`config.mk`:
```
export PLATFORM = sky130hd
export DESIGN_NAME = parking_lot_ctrl
export DESIGN_NICKNAME = d
export VERILOG_FILES = /design/src/rtl/parking_pkg.sv /design/src/rtl/parking_token_lfsr.sv /design/src/rtl/parking_lot_ctrl.sv
export SDC_FILE = /design/constraint.sdc
export NUM_CORES = 1
export LEC_CHECK = 0
export ABC_AREA = 1
export CORE_UTILIZATION = 60
export DETAILED_ROUTE_END_ITERATION = 8
export HOLD_SLACK_MARGIN = 0.05
export PLACE_DENSITY = 0.8
export REMOVE_ABC_BUFFERS = 1
export SLEW_MARGIN = 10
export SYNTH_ARGS = -nofsm -noshare
export SYNTH_HDL_FRONTEND = slang
export SYNTH_SLANG_ARGS = --single-unit
```
`constraint.sdc`:
```
create_clock -name clk_1Hz -period 3.7 [get_ports clk_1Hz]
set_clock_uncertainty 0.1 [all_clocks]
set_input_delay 0.74 -clock clk_1Hz [delete_from_list [all_inputs] [get_ports clk_1Hz]]
set_output_delay 0.74 -clock clk_1Hz [all_outputs]
set_load 0.01 [all_outputs]
```
`src/rtl/parking_pkg.sv`:
```
// Shared types and constants for the parking-lot controller: FSM state enums,
// the reserved "unused" token value and the LFSR feedback-tap table.
package parking_pkg;

    typedef enum logic [1:0] {
        E_IDLE,
        E_SEARCH,
        E_OPEN
    } entry_state_t;

    typedef enum logic {
        X_IDLE,
        X_OPEN
    } exit_state_t;

    localparam int TOKEN_NONE = 0;

    // Maximal-length tap masks for a left-shifting Fibonacci LFSR, indexed by width.
    localparam logic [7:0] LFSR_TAPS [4:8] = '{8'h0C, 8'h14, 8'h30, 8'h60, 8'hB8};

endpackage

```
`src/rtl/parking_token_lfsr.sv`:
```
// Free-running maximal-length Fibonacci LFSR used as the token source;
// it never reaches zero as long as LFSR_SEED is non-zero.
module parking_token_lfsr
    import parking_pkg::*;
#(
    parameter int TOKEN_W   = 4,
    parameter int LFSR_SEED = 1
) (
    input  logic               clk_1Hz,
    input  logic               reset,
    output logic [TOKEN_W-1:0] value
);

    localparam logic [7:0]         TAP_ROW = LFSR_TAPS[TOKEN_W];
    localparam logic [TOKEN_W-1:0] TAPS    = TAP_ROW[TOKEN_W-1:0];

    logic feedback;

    assign feedback = ^(value & TAPS);

    always_ff @(posedge clk_1Hz or posedge reset) begin
        // NOTE: state registers use non-blocking assignments so every flop samples pre-edge values.
        if (reset) value <= TOKEN_W'(LFSR_SEED);
        else       value <= {value[TOKEN_W-2:0], feedback};
    end

endmodule

```
`src/rtl/parking_lot_ctrl.sv`:
```
// Parking-lot controller: LFSR token issue, per-slot token table, entry/exit gate FSMs.
// Define PARKING_FEE_EN to add per-slot parking-time counters and the fee_out port.
module parking_lot_ctrl
    import parking_pkg::*;
#(
    parameter int CAPACITY     = 9,
    parameter int TOKEN_W      = 4,
    parameter int GATE_TIMEOUT = 10,
    parameter int LFSR_SEED    = 1,
`ifdef PARKING_FEE_EN
    parameter int FEE_W        = 8,
`endif
    localparam int CNT_W       = $clog2(CAPACITY + 1)
) (
    input  logic               clk_1Hz,
    input  logic               reset,
    input  logic               entry_req,
    input  logic               entry_sensor,
    input  logic               exit_req,
    input  logic               exit_sensor,
    input  logic [TOKEN_W-1:0] token_in,
    output logic [CNT_W-1:0]   occupied_count,
    output logic [CNT_W-1:0]   remaining_count,
    output logic               full,
    output logic               empty,
    output logic               entry_gate_open,
    output logic               exit_gate_open,
    output logic [TOKEN_W-1:0] issued_token,
    output logic               exit_reject
`ifdef PARKING_FEE_EN
    ,
    output logic [FEE_W-1:0]   fee_out
`endif
);

    localparam int IDX_W = (CAPACITY > 1) ? $clog2(CAPACITY) : 1;
    localparam int TMR_W = $clog2(GATE_TIMEOUT + 1);
    localparam logic [TOKEN_W-1:0] NONE     = TOKEN_W'(TOKEN_NONE);
    localparam logic [TMR_W-1:0]   TMR_LAST = TMR_W'(GATE_TIMEOUT - 1);

    logic [TOKEN_W-1:0] table_q [CAPACITY];
    logic [TOKEN_W-1:0] lfsr_value;
    logic [TOKEN_W-1:0] issued_d;
    entry_state_t       e_state, e_state_d;
    exit_state_t        x_state, x_state_d;
    logic [TMR_W-1:0]   e_timer, x_timer;
    logic [IDX_W-1:0]   x_slot_q, token_idx, free_idx;
    logic               entry_sensor_q, exit_sensor_q;
    logic               e_fall, x_fall;
    logic               lfsr_hit, token_hit, free_found;
    logic               entry_commit, exit_commit, x_match, exit_reject_d;

    parking_token_lfsr #(
        .TOKEN_W   (TOKEN_W),
        .LFSR_SEED (LFSR_SEED)
    ) u_lfsr (
        .clk_1Hz (clk_1Hz),
        .reset   (reset),
        .value   (lfsr_value)
    );

    assign e_fall          = entry_sensor_q & ~entry_sensor;
    assign x_fall          = exit_sensor_q & ~exit_sensor;
    assign remaining_count = CNT_W'(CAPACITY) - occupied_count;
    assign full            = (occupied_count == CNT_W'(CAPACITY));
    assign empty           = (occupied_count == '0);
    assign entry_gate_open = (e_state == E_OPEN);
    assign exit_gate_open  = (x_state == X_OPEN);

    // Table search: LFSR collision, exit-token match and lowest free slot.
    always_comb begin
        // NOTE: every combinational output gets a default first so no path infers a latch.
        lfsr_hit   = 1'b0;
        token_hit  = 1'b0;
        free_found = 1'b0;
        token_idx  = '0;
        free_idx   = '0;
        for (int i = 0; i < CAPACITY; i++) begin
            if (table_q[i] == lfsr_value) lfsr_hit = 1'b1;
            if (!token_hit && token_in != NONE && table_q[i] == token_in) begin
                token_hit = 1'b1;
                token_idx = IDX_W'(i);
            end
            if (!free_found && table_q[i] == NONE) begin
                free_found = 1'b1;
                free_idx   = IDX_W'(i);
            end
        end
    end

    always_comb begin
        e_state_d    = e_state;
        issued_d     = issued_token;
        entry_commit = 1'b0;
        unique case (e_state)
            E_IDLE:   if (entry_req && !full) e_state_d = E_SEARCH;
            E_SEARCH: if (!lfsr_hit) begin
                issued_d  = lfsr_value;
                e_state_d = E_OPEN;
            end
            E_OPEN: begin
                if (e_fall && free_found) begin
                    entry_commit = 1'b1;
                    issued_d     = NONE;
                    e_state_d    = E_IDLE;
                end else if (e_timer == TMR_LAST) begin
                    issued_d  = NONE;
                    e_state_d = E_IDLE;
                end
            end
            default:  e_state_d = E_IDLE;
        endcase
    end

    always_comb begin
        x_state_d     = x_state;
        x_match       = 1'b0;
        exit_commit   = 1'b0;
        exit_reject_d = 1'b0;
        unique case (x_state)
            X_IDLE: if (exit_req) begin
                if (token_hit) begin
                    x_match   = 1'b1;
                    x_state_d = X_OPEN;
                end else begin
                    exit_reject_d = 1'b1;
                end
            end
            X_OPEN: begin
                if (x_fall) begin
                    exit_commit = 1'b1;
                    x_state_d   = X_IDLE;
                end else if (x_timer == TMR_LAST) begin
                    x_state_d = X_IDLE;
                end
            end
            default: x_state_d = X_IDLE;
        endcase
    end

    always_ff @(posedge clk_1Hz or posedge reset) begin
        if (reset) begin
            e_state        <= E_IDLE;
            x_state        <= X_IDLE;
            e_timer        <= '0;
            x_timer        <= '0;
            x_slot_q       <= '0;
            issued_token   <= NONE;
            exit_reject    <= 1'b0;
            entry_sensor_q <= 1'b0;
            exit_sensor_q  <= 1'b0;
            occupied_count <= '0;
        end else begin
            e_state        <= e_state_d;
            x_state        <= x_state_d;
            e_timer        <= (e_state == E_OPEN) ? e_timer + 1'b1 : '0;
            x_timer        <= (x_state == X_OPEN) ? x_timer + 1'b1 : '0;
            issued_token   <= issued_d;
            exit_reject    <= exit_reject_d;
            entry_sensor_q <= entry_sensor;
            exit_sensor_q  <= exit_sensor;
            if (x_match) x_slot_q <= token_idx;
            if (entry_commit && !exit_commit)      occupied_count <= occupied_count + 1'b1;
            else if (exit_commit && !entry_commit) occupied_count <= occupied_count - 1'b1;
        end
    end

    // Entry and exit commits never target the same slot: the exiting slot is non-zero.
    always_ff @(posedge clk_1Hz or posedge reset) begin
        if (reset) begin
            // NOTE: the table is cleared on reset because zero marks a free slot; no token may survive.
            for (int i = 0; i < CAPACITY; i++) table_q[i] <= NONE;
        end else begin
            if (exit_commit)  table_q[x_slot_q] <= NONE;
            if (entry_commit) table_q[free_idx] <= issued_token;
        end
    end

`ifdef PARKING_FEE_EN
    logic [FEE_W-1:0] fee_cnt [CAPACITY];

    always_ff @(posedge clk_1Hz or posedge reset) begin
        if (reset) begin
            for (int i = 0; i < CAPACITY; i++) fee_cnt[i] <= '0;
            fee_out <= '0;
        end else begin
            for (int i = 0; i < CAPACITY; i++) begin
                if (entry_commit && free_idx == IDX_W'(i))      fee_cnt[i] <= '0;
                else if (table_q[i] != NONE && fee_cnt[i] != '1) fee_cnt[i] <= fee_cnt[i] + 1'b1;
            end
            if (x_match) fee_out <= fee_cnt[token_idx];
        end
    end
`endif

endmodule

```
==> results.yml, run 1 <==
run_status:
  status: "finished clean"
floorplan:
  dieWidth_um: 87.9
  floorplan.initialDensity_pct: 63.7
  floorplan.die_area_um2: 7720
  fp-row-count: 30
  dieHeight_um: 87.9
  ios: 27
  core_footprint_um2: 6940
cells_and_area:
  area_of_all_sequential_standard_cells_um2: 1650
  n_antenna_cell: 0
  leading_cell_types_in_the_layout_fill_and_taps_excluded: "nand2_1, dfrtp_1, inv_1, xnor2_1, nor2_1"
  nFillCells: 558
  fin_nets: 618
  final_layout_size_suffix_gt1_share_pct: 8.65
  synthToLayoutAreaGrowth_pct: 11.2
  finish.cell_count_without_fillers: 697
  area_used_by_multi_input_combinational_logic_um2: 2410
  layout.cells.most_common: "nand2_1"
routing:
  firstDrtPassIters: 7
  drt-initial-drc-count: 252
  postRouteAntennaNets: 0
  detailroute.via_count: 3933
  drc: 0
  via_per_inst: 5.64
  wl_um: 11300
  routed_wire_length_per_instance_um: 16.3
place:
  hpwlAfterDp_um: 8010
  portBuffers: 26
  place.detailed.instances: 681
  gp_routability_congestion: 0.882
clock_tree:
  clkLatencyLatePin_ns: 0.36
  tritoncts: "done"
  clk_root_buffer_cell: "clkbuf_8"
  postCtsHoldBufs: 0
  cts_setup_buffers: 0
  clk_pin_slew_ns: 0.08
  max-clock-path-buffers: 2
  htreeDepth: 3
  postCtsResizedCells: 0
  cts_inserted_buffers: 9
  cts_num_sinks: 66
setup_path:
  endpoint_kind: "flop"
  crit_path_max_incr_delay_ns: 0.44
  crit_required_ns: 3.83
  startpoint_type: "flop"
  worst-path-max-fanout: 5
  critical_path.slowest_cell: "dfrtp_1"
  critPathBufInv: 2
  critPathArrivalTime_ns: 3.03
  crit_type: "flop to flop"
  worstPathCellList: "nor2_1 > nand3_2 > nand2_1 > nor2_4 > nand3_4 > nor2_4 > nand3b_4 > nand3_4 > inv_1 > ha_1 > inv_1 > ha_1 > nand2_1 > nor2_1 > a211oi_1 > nand2_1 > nand2_1 > nor2_1 > xor2_1"
  cpLargestDelayFamily: "simple AND/OR/NAND/NOR gates"
  cpMostUsedCell: "nand2_1"
sta:
  finalSetupTns_ns: 0
  grt_setup_unrepaired: "no"
  maxSlewViolCount: 0
  period_share_pct: 78.2
  setup_viol_count_final: 0
  slew-limit-headroom_pct: 37.6
  fin_crit_ns: 2.89
  max_freq_ghz: 0.346
  worst_slew_pin_slew_ns: 0.935
  report.final.hold_viol_count: 0
power_and_ir_drop:
  power.ir.vdd_worst_uv: 439
  power-per-cell-area_nw_per_um2: 449
  total_leakage_power_nw: 2.24
global_route:
  gr-total-overflow: 0
  track_usage_pct: 32.5
  grt_max_degree: 46
  grt_antenna_before_repair: 0
  grt_pass1_wl_um: 18600
  first_global_vias: 3898
min_path:
  worstHoldPathType: "flop to flop"
yosys:
  synth_top_area_share_pct: 36.8
  yosysUniqueCellTypes: 43
  synthesis.yosys.warnings: 0
  synthFlopType: "dfrtp_1"
  synth_edf_count: 0
  synthesized_area_per_cell_um2: 7.74
  synth-seq-cells: 66
  synthArstFlopShare_pct: 100
  yosysTopAreaCell: "dfrtp_1"
  synth_top_cells_by_area: "dfrtp_1, nand2_1, xnor2_1, inv_1, nor2_1"
  syn-instance-count: 572
  fraction_of_the_yosys_area_taken_by_sequential_cells_pct: 37.3
  synth.cell_area_um2: 4430
run:
  number_of_max_cap_violations: 0
==> flip-flops by register name (all words and copies together), names as in the netlist, 2 cells and up <==
signal	count
e_timer	4
table_q	36
x_timer	4
issued_token	4
x_slot_q	4
occupied_count	4
e_state	2
u_lfsr.value	4
==> cell type report <==
type                            instances  share of cell area (%)
Clock buffer                           10                    2.59
Timing Repair Buffer                   30                    5.90
Sequential cell                        66                    33.6
Inverter                               60                    4.65
Tap cell                               96                    2.44
Multi-Input combinational cell        429                    49.0
Clock inverter                          6                    1.83
==> synthesized netlist by cell type, drive strengths merged, types with 2 or more instances <==
master and n:
dfrtp 65, ha 11, o21ai 39, nor4 4
a21oi 6, nand3b 3, o2111ai 2, xnor2 49
nor3 10, o211ai 2, nand2 192, nand3 27
inv 59, nor2 50, nand4 18, buf 16
xor2 9
==> final timing paths <==
check,from,end,slack (ns),cells past startpoint
worst min-delay path,e_timer[0],e_timer[0],0.40,1
min in group asynchronous,reset,occupied_count[1],0.80,2
max in group asynchronous,reset,table_q[29],1.96,3
worst min register to register,e_timer[0],e_timer[0],0.40,1
worst max register to register,table_q[26],occupied_count[3],0.81,19
worst max-delay path,table_q[26],occupied_count[3],0.81,19
==> routing by layer <==
| layer | track usage, % | share of wire [%] |
|---|---|---|
| met5 | 0 | 0 |
| met4 | 14.2 | 3.5 |
| met3 | 7.26 | 6.5 |
| met2 | 57.6 | 50 |
| met1 | 37.6 | 40 |
==> cells by family (layout without fill, tap and decap cells) <==
group | count (synthesis) | count (layout) | share of synthesized area [%]
xor gates and xnor gates | 58 | 58 | 11.5
AOI/OAI and AO/OA | 55 | 55 | 6.96
buffers and inverters | 77 | 106 | 8.14
adders and majority gates | 12 | 12 | 3.56
and+or+nand+nor | 304 | 304 | 32.5
DFF | 66 | 66 | 37.3
==> worst reg2reg max path: stages, from the launching register on <==
cell      delay [ns]
dfrtp_1         0.44
nor2_1          0.09
nand3_2         0.10
nand2_1         0.12
nor2_4          0.19
nand3_4         0.12
nor2_4          0.13
nand3b_4        0.11
nand3_4         0.07
inv_1           0.04
ha_1            0.20
inv_1           0.12
ha_1            0.28
nand2_1         0.07
nor2_1          0.03
a211oi_1        0.22
nand2_1         0.09
nand2_1         0.06
nor2_1          0.04
xor2_1          0.13
==> where the power goes <==
| group | internal (mW) | total, mW | switching, mW |
|---|---|---|---|
| Clock | 0.382 | 0.682 | 0.300 |
| Sequential | 0.788 | 0.873 | 0.0850 |
| Combinational | 0.287 | 0.653 | 0.366 |
| Total | 1.46 | 2.21 | 0.751 |
==> metrics by stage <==
| step | hold WS, ns | worst slack [ns] | utilization (%) | total power [mW] | instance area [µm²] |
|---|---|---|---|---|---|
| after floorplan | 0.358 | 0.931 | - | 1.26 | 4290 |
| after global placement | 0.375 | 0.691 | 67.7 | 1.49 | 4700 |
| after global routing | 0.410 | 0.565 | 70.9 | 2.33 | 4920 |
| after detailed placement | 0.391 | 0.631 | 67.7 | 1.54 | 4700 |
| after CTS | 0.402 | 0.821 | 70.9 | 2.22 | 4920 |
| final | 0.397 | 0.808 | 70.9 | 2.21 | 4920 |
No activity file was read; power rests on OpenSTA's default activity.
==> inputs of run 2 (changes only) <==
==> constraint.sdc (replaced) <==
create_clock -name clk_1Hz -period 2.8 [get_ports clk_1Hz]
set_clock_uncertainty 0.1 [all_clocks]
set_input_delay 0.56 -clock clk_1Hz [delete_from_list [all_inputs] [get_ports clk_1Hz]]
set_output_delay 0.56 -clock clk_1Hz [all_outputs]
set_load 0.01 [all_outputs]
==> run 2 against run 1 <==
Routed wire length rose by 1.2%. Critical path depth shrank 1. Final area rose by 5.8%. Flip-flop and latch count unchanged. Non-clock buffer count rose by 32. Fmax is 6.8% higher. Via count increased by 2.4%. Power rose by 33%. Largest cell class unchanged. Largest power group unchanged. Highest routed layer unchanged.
==> results.yml, run 2 (synthesis results as in run 1) <==
setup_path:
  crit_required_ns: 2.97
  reg_to_reg_critical_path_startpoint: "table_q[28]"
  crit_type: "flop to flop"
  endpoint_kind: "flop"
  critPathArrivalTime_ns: 2.88
  setup.reg_to_reg.worst_slack_ns: 0.09
  startpoint_type: "flop"
  r2r-end: "occupied_count[3]"
  worst-path-max-fanout: 3
  timing.reg2reg.worst_path_depth: 18
power_and_ir_drop:
  p_int_mw: 1.92
  net-switching-power_mw: 1.02
  power.ir.vdd_worst_uv: 670
  comb_power_share_pct: 32.0
  total_leakage_power_nw: 2.41
  power.share.switching_pct: 34.7
  pwr-share-clk_pct: 28.5
  power-per-cell-area_nw_per_um2: 563
  pwr-share-seq_pct: 39.5
cells_and_area:
  n_antenna_cell: 0
  fin_nets: 650
  final_core_utilization_pct: 75.0
  design_area_um2: 5210
  max_flop_register: "table_q"
  layout.cells.most_common: "nand2_1"
  synthToLayoutAreaGrowth_pct: 17.7
  final_layout_size_suffix_gt1_share_pct: 14.8
  largest_register_ffs: 36
  finish.cell_count_without_fillers: 729
  leading_cell_types_in_the_layout_fill_and_taps_excluded: "nand2_1, dfrtp_1, inv_1, xnor2_1, nor2_1"
floorplan:
  floorplan.initialDensity_pct: 63.7
  dieHeight_um: 87.9
  ios: 27
  fp-row-count: 30
  floorplan.die_area_um2: 7720
  dieWidth_um: 87.9
  core_footprint_um2: 6940
global_route:
  gr-total-overflow: 0
  grt_max_degree: 67
  track_usage_pct: 31.6
  grt_antenna_before_repair: 0
  first_global_vias: 3945
  grt_pass1_wl_um: 18300
place:
  place.detailed.instances: 710
  portBuffers: 26
  gp_routability_congestion: 0.919
  hpwlAfterDp_um: 8000
  dpl-instance-area_um2: 4930
sta:
  grt_setup_unrepaired: "yes"
  max_freq_ghz: 0.369
  period_share_pct: 96.7
  report.final.hold_viol_count: 0
  fin_crit_ns: 2.71
  maxSlewViolCount: 0
  worst_slew_pin_slew_ns: 0.730
  finalSetupTns_ns: 0
  setup_viol_count_final: 0
  slew-limit-headroom_pct: 51.3
clock_tree:
  postCtsHoldBufs: 0
  clk_pin_slew_ns: 0.08
  tritoncts: "done"
  clkLatencyLatePin_ns: 0.35
  cts_inserted_buffers: 9
  cts_num_sinks: 66
  max-clock-path-buffers: 2
  clk_root_buffer_cell: "clkbuf_8"
  htreeDepth: 3
min_path:
  timing.hold.worst.start: "e_timer[0]"
  hold_end: "e_timer[0]"
  worstHoldPathType: "flop to flop"
  min_delay_path_depth: 1
routing:
  firstDrtPassIters: 5
  wl_um: 11500
  routed_wire_length_per_instance_um: 15.7
  detailroute.via_count: 4026
  postRouteAntennaNets: 0
  drc: 0
  via_per_inst: 5.52
  drt-initial-drc-count: 336
run_status:
  status: "finished clean"
run:
  number_of_max_cap_violations: 0
==> run 2: cell type report <==
type | instances | area (µm²)
Timing Repair Buffer | 62 | 543
Fill cell | 539 | 1730
Clock buffer | 10 | 138
Inverter | 60 | 231
Clock inverter | 6 | 65.1
Multi-Input combinational cell | 429 | 2460
Tap cell | 96 | 120
Sequential cell | 66 | 1650
==> run 2: power by group through the flow <==
stage	combinational, mW	clock, mW	sequential, mW
after global routing	1.04	0.889	1.17
final	0.939	0.837	1.16
after detailed placement	0.875	0	1.17
after global placement	0.840	0	1.16
after CTS	0.884	0.840	1.15
after floorplan	0.503	0	1.16
==> run 2: stage by stage <==
stage	power, mW	hold slack (ns)	setup WS (ns)
finish	2.94	0.399	0.0928
floorplan	1.67	0.358	0.0308
CTS	2.88	0.401	0.0296
global placement	2.00	0.373	0.0755
global route	3.10	0.422	-0.0401
detailed placement	2.04	0.391	-0.0882
==> run 2: metal layers <==
metal	track usage [%]	share of wire (%)	up-vias
li1	-	-	1938
met1	38.0	41	1885
met2	55.3	49	162
met3	4.43	6.1	41
met4	15.8	3.8	0
met5	0	0	-
==> run 2: worst max-delay path, stage by stage (launching register included) <==
cell and delay [ns]:
dfrtp_1 0.37, inv_2 0.04, nand4_1 0.17, nand2_2 0.12
nor2_4 0.16, nand3_4 0.11, nor2_4 0.15, nand3b_4 0.11
nand3_4 0.09, inv_2 0.05, ha_4 0.16, inv_4 0.08
ha_4 0.21, nand2_2 0.06, nor2_2 0.04, a211oi_2 0.22
nor2_1 0.10, nor2_1 0.14, xor2_1 0.15
==> run 2: how the worst max path moves through the flow <==
stage                             from                end  slack (ns)  cells after the start
after floorplan             table_q[8]  occupied_count[3]        0.03                     15
after global placement    entry_sensor  occupied_count[3]        0.08                     14
after detailed placement  entry_sensor  occupied_count[3]       -0.09                     14
after CTS                  table_q[20]  occupied_count[3]        0.03                     19
after global routing       table_q[28]  occupied_count[3]       -0.04                     18
final                      table_q[28]  occupied_count[3]        0.09                     18
==> run 2: timing repair <==
| action | CTS | global route |
|---|---|---|
| gates resized for setup | 0 | 11 |
| setup endpoints to repair | 0 | 1 |
| setup buffers | 0 | 3 |
